**config.mk**
```make
export PLATFORM = sky130hd
export DESIGN_NAME = ram_port_arbiter
export DESIGN_NICKNAME = d
export VERILOG_FILES = /design/src/rtl/ram_port_arbiter.sv
export SDC_FILE = /design/constraint.sdc
export NUM_CORES = 1
export LEC_CHECK = 0
export ABC_CLOCK_PERIOD_IN_PS = 2600
export CAP_MARGIN = 20
export CORE_MARGIN = 3
export CORE_UTILIZATION = 32
export DETAILED_ROUTE_END_ITERATION = 8
export PLACE_DENSITY = 0.8
export SLEW_MARGIN = 25
export SYNTH_ARGS = -nofsm -noshare
export SYNTH_HDL_FRONTEND = slang
export SYNTH_SLANG_ARGS = --single-unit
```
**constraint.sdc**
```tcl
create_clock -name clk -period 2.6 [get_ports clk]
set_input_delay 0.52 -clock clk [delete_from_list [all_inputs] [get_ports clk]]
set_output_delay 0.52 -clock clk [all_outputs]
set_load 0.03 [all_outputs]
```
**src/rtl/ram_port_arbiter.sv**
```systemverilog
// Controller and round-robin two-port arbiter for the 32x32 single-port data RAM.
// Optionally zero-fills the RAM after reset, then issues one registered command per cycle.
module ram_port_arbiter #(
   parameter bit CLEAR_ON_RESET = 1'b1
) (
   input  logic        clk,
   input  logic        rst_n,
   input  logic        req_p0,
   input  logic        req_p1,
   input  logic [4:0]  addr_p0,
   input  logic [4:0]  addr_p1,
   input  logic        we_p0,
   input  logic        we_p1,
   input  logic [31:0] wdata_p0,
   input  logic [31:0] wdata_p1,
   output logic        gnt_p0,
   output logic        gnt_p1,
   output logic        rvalid_p0,
   output logic        rvalid_p1,
   output logic [31:0] rdata,
   output logic        init_done,
   output logic [4:0]  ram_addr,
   output logic        ram_rw,
   output logic [31:0] ram_din,
   input  logic [31:0] ram_dout
);

   typedef enum logic [0:0] {ST_INIT, ST_RUN} state_e;

   localparam state_e RST_STATE = CLEAR_ON_RESET ? ST_INIT : ST_RUN;

   state_e      state_q, state_d;
   logic [4:0]  clr_cnt_q, clr_cnt_d;
   logic        last_p1_q, last_p1_d;
   logic        ram_rw_q, ram_rw_d;
   logic [4:0]  ram_addr_q, ram_addr_d;
   logic [31:0] ram_din_q, ram_din_d;
   logic        s1_vld_q, s1_vld_d;
   logic        s1_port_q, s1_port_d;
   logic        s2_vld_q;
   logic        s2_port_q;

   logic [4:0]  sel_addr;
   logic        sel_we;
   logic [31:0] sel_wdata;

   always_comb begin
      state_d    = state_q;
      clr_cnt_d  = clr_cnt_q;
      last_p1_d  = last_p1_q;
      ram_rw_d   = 1'b1;
      ram_addr_d = 5'd0;
      ram_din_d  = 32'd0;
      s1_vld_d   = 1'b0;
      s1_port_d  = 1'b0;
      gnt_p0     = 1'b0;
      gnt_p1     = 1'b0;
      sel_addr   = gnt_p1 ? addr_p1 : addr_p0;
      sel_we     = 1'b0;
      sel_wdata  = 32'd0;
      case (state_q)
         ST_INIT: begin
            ram_rw_d   = 1'b0;
            ram_addr_d = clr_cnt_q;
            clr_cnt_d  = clr_cnt_q + 5'd1;
            if (clr_cnt_q == 5'd31) state_d = ST_RUN;
         end
         ST_RUN: begin
            // On a tie, last_p1_q selects the port that did not win last time.
            gnt_p0    = rst_n && req_p0 && (!req_p1 || last_p1_q);
            gnt_p1    = rst_n && req_p1 && (!req_p0 || !last_p1_q);
            sel_addr  = gnt_p1 ? addr_p1 : addr_p0;
            sel_we    = gnt_p1 ? we_p1 : we_p0;
            sel_wdata = gnt_p1 ? wdata_p1 : wdata_p0;
            if (gnt_p0 || gnt_p1) begin
               last_p1_d = gnt_p1;
               s1_vld_d  = !sel_we;
               s1_port_d = gnt_p1;
               if (sel_we) begin
                  ram_rw_d   = 1'b0;
                  ram_addr_d = sel_addr;
                  ram_din_d  = sel_wdata;
               end else begin
                  // The RAM reads word address-1, so the address is pre-incremented.
                  ram_addr_d = sel_addr + 5'd1;
               end
            end
         end
         default: state_d = RST_STATE;
      endcase
   end

   always_ff @(posedge clk) begin
      if (!rst_n) begin
         state_q    <= RST_STATE;
         clr_cnt_q  <= 5'd0;
         last_p1_q  <= 1'b1;
         ram_rw_q   <= 1'b1;
         ram_addr_q <= 5'd0;
         ram_din_q  <= 32'd0;
         s1_vld_q   <= 1'b0;
         s1_port_q  <= 1'b0;
         s2_vld_q   <= 1'b0;
         s2_port_q  <= 1'b0;
      end else begin
         state_q    <= state_d;
         clr_cnt_q  <= clr_cnt_d;
         last_p1_q  <= last_p1_d;
         ram_rw_q   <= ram_rw_d;
         ram_addr_q <= ram_addr_d;
         ram_din_q  <= ram_din_d;
         s1_vld_q   <= s1_vld_d;
         s1_port_q  <= s1_port_d;
         s2_vld_q   <= s1_vld_q;
         s2_port_q  <= s1_port_q;
      end
   end

   assign ram_rw    = ram_rw_q;
   assign ram_addr  = ram_addr_q;
   assign ram_din   = ram_din_q;
   assign rdata     = ram_dout;
   assign init_done = (state_q == ST_RUN);
   assign rvalid_p0 = s2_vld_q && !s2_port_q;
   assign rvalid_p1 = s2_vld_q && s2_port_q;

endmodule

```
==> impl_metrics.tcl, run 1 <==
set metrics [dict create \
    instances_no_fill 442 \
    cp-endpoint "gnt_p0" \
    yosys_most_used_dff "dfxtp_1" \
    numCtsBuffers 5 \
    crit_path_start_kind "input port" \
    clockBufferDepth 2 \
    finClkSkew_ns 0.00737 \
    io_pins 187 \
    grt_pass1_vias 2056 \
    synth.avg_cell_area_um2 8.19 \
    holdBufCountCts 0 \
    r2r_start "last_p1_q" \
    place_congestion 0.935 \
    routed_via_density 4.89 \
    cp-startpoint "rst_n" \
    crit_type "in -> out" \
    final_hold_viol_count 0 \
    relSlewSlack_pct 65.5 \
    dr.pass1.iters 4 \
    area_growth_pct 53.8 \
    cts_tree "yes" \
    critPathCaptureType "primary output" \
    ys_ff_latch 49 \
    dieArea_um2 7970 \
    worstMarginPinSlew_ns 0.504 \
    place_inst 434 \
    max_freq_mhz 409 \
    finalInstanceArea_um2 3410 \
    arrival_ns 1.93 \
    routed_wl_um 6560 \
    p_per_area_nw_per_um2 447 \
    cts_setup_buffers 0 \
    yosys_warnings 0 \
    nets 479 \
    io_buffers 122 \
    num_rows 29 \
    power.leakage_uw 0.00134 \
    netlist_instances 271 \
    r2r_end "ram_addr[4]" \
    r2r_slack_ns 0.74 \
    final-setup-viol-count 0 \
    avgRoutedWirePerCell_um 14.8 \
    drv_cap 0 \
    ys_types 38 \
    synth_fp_nets 386 \
    min-delay-path-class "reg -> reg" \
    coreArea_um2 6530 \
    die_x_um 89.3 \
    yosysTopAreaCellShare_pct 44.2 \
    track_usage_pct 15.8 \
    netlist_top_cells_count "nand2_1 (76), dfxtp_1 (49), a21oi_1 (37), buf_4 (32), and2_1 (9)" \
    dp_hpwl_um 5210 \
    synth_edf_count 0 \
    yosysTopAreaCell "dfxtp_1" \
    ir_worst_vdd_v 0.000209 \
    cts_sinks 49 \
    place_area_um2 3300 \
    cts.clk_slew.worst_paths_ns 0.09 \
    fin_util_pct 52.2 \
    async_flop_share_pct 0 \
    start_util_pct 34.0 \
    ctsResizeCount 0 \
    holdWs_ns 0.440 \
    period_share_pct 94.1 \
    antennaDiodeCount 0 \
    grt_pass1_wl_um 9780 \
    drt_iter0_markers 70 \
    die_h_um 89.3 \
    drc 0 \
    ff2ff_path_depth 6 \
    min_period_ns 2.45 \
    root_buffer "clkbuf_8" \
    tns_ns 0 \
    outcome "finished, final reports clean" \
    grt_overflow 0 \
    yosysMostFrequentCell "nand2_1" \
    drive_gt1_share_pct 5.75 \
    grt_antenna_before_repair 0 \
    crit_fanout 13 \
    vias 2160 \
    yosysSeqAreaShare_pct 44.2 \
    grt_max_degree 33 \
    required_ns 2.08 \
    ant_nets 0 \
    htreeDepth 2 \
    ys_top_cells_by_area "dfxtp_1 (44%), nand2_1 (13%), buf_4 (11%), a21oi_1 (8.3%), and2_1 (2.5%)" \
    synth_area_um2 2220 \
    rsz0062_at_grt "no" \
    clock_latency_ns 0.29 \
    drv_slew 0 \
]
metrics by stage:
step	setup WS [ns]	power, µW
final	0.155	1520
after global routing	0.0638	1600
after CTS	0.134	1550
after detailed placement	0.0639	1010
after global placement	0.122	1010
after floorplan	0.425	950
registers in the layout, summed over array words and instances, names as in the netlist:
register and count:
ram_rw 1, clr_cnt_q 5, s1_vld_q 1, last_p1_q 1, ram_din 32, init_done 1
s2_port_q 1, s2_vld_q 1, s1_port_q 1, ram_addr 5
worst min path at each step:
| stage | endpoint | cells after the start | slack, ns | from |
|---|---|---|---|---|
| final | s2_vld_q | 1 | 0.44 | s1_vld_q |
| after global routing | s2_vld_q | 1 | 0.47 | s1_vld_q |
| after CTS | s2_vld_q | 1 | 0.45 | s1_vld_q |
| after detailed placement | s2_vld_q | 1 | 0.42 | s1_vld_q |
| after global placement | s2_port_q | 1 | 0.43 | s1_port_q |
| after floorplan | s2_port_q | 1 | 0.41 | s1_port_q |
layout make-up:
class,count,area [µm²]
inverters,1,3.75
well taps,77,96.3
multi-input cells,177,942
flip-flops and latches,49,981
clock inverters,2,38.8
clock buffers,6,72.6
repair buffers,130,1280
fillers,601,3120
kinds of logic after synthesis:
kind of cell               synth area share, %
buffers and inverters                     13.3
DFF                                       44.2
and+or+nand+nor                           21.7
muxes                                     2.43
AOI/OAI and AO/OA                         13.9
xor gates and xnor gates                  2.76
adders and majority gates                 1.69
power by group:
part	internal, µW	leakage [µW]	switching (µW)
clock	289	0.0000554	240
combinational	147	0.000886	86.1
sequential	757	0.000396	5.69
total	1190	0.00134	332
metal layers:
layer | share of wire, % | track usage (%)
met1 | 39 | 18.3
met2 | 49 | 27.6
met3 | 10 | 4.15
met4 | 2.1 | 6.50
met5 | 0 | 0
worst max-delay path, stage by stage:
cell	delay, ns
clkdlybuf4s50_1	0.47
buf_4	0.17
nand2_1	0.07
or2_1	0.28
nor2_1	0.20
buf_4	0.20
placed cells by master (no fill, tap or decap), drive strengths merged, types with 2 or more instances in the layout:
| cell | instances |
|---|---|
| buf | 10 |
| nand3 | 6 |
| a21o | 2 |
| nor2b | 6 |
| dfxtp | 49 |
| clkdlybuf4s50 | 120 |
| o21ai | 4 |
| nand2 | 76 |
| a21oi | 37 |
| mux2i | 2 |
| xnor2 | 6 |
| nor2 | 7 |
| clkbuf | 6 |
| a31o | 2 |
| ha | 3 |
| and2 | 10 |
(Power assumes the default switching activity.)
==> inputs of run 2 (changes only) <==
CAP_MARGIN = 0   (was 20)
CTS_CLUSTER_SIZE = 14   (was default)
==> results of run 2 <==
No change in the layout: final DEF, timing and power equal those of run 1.
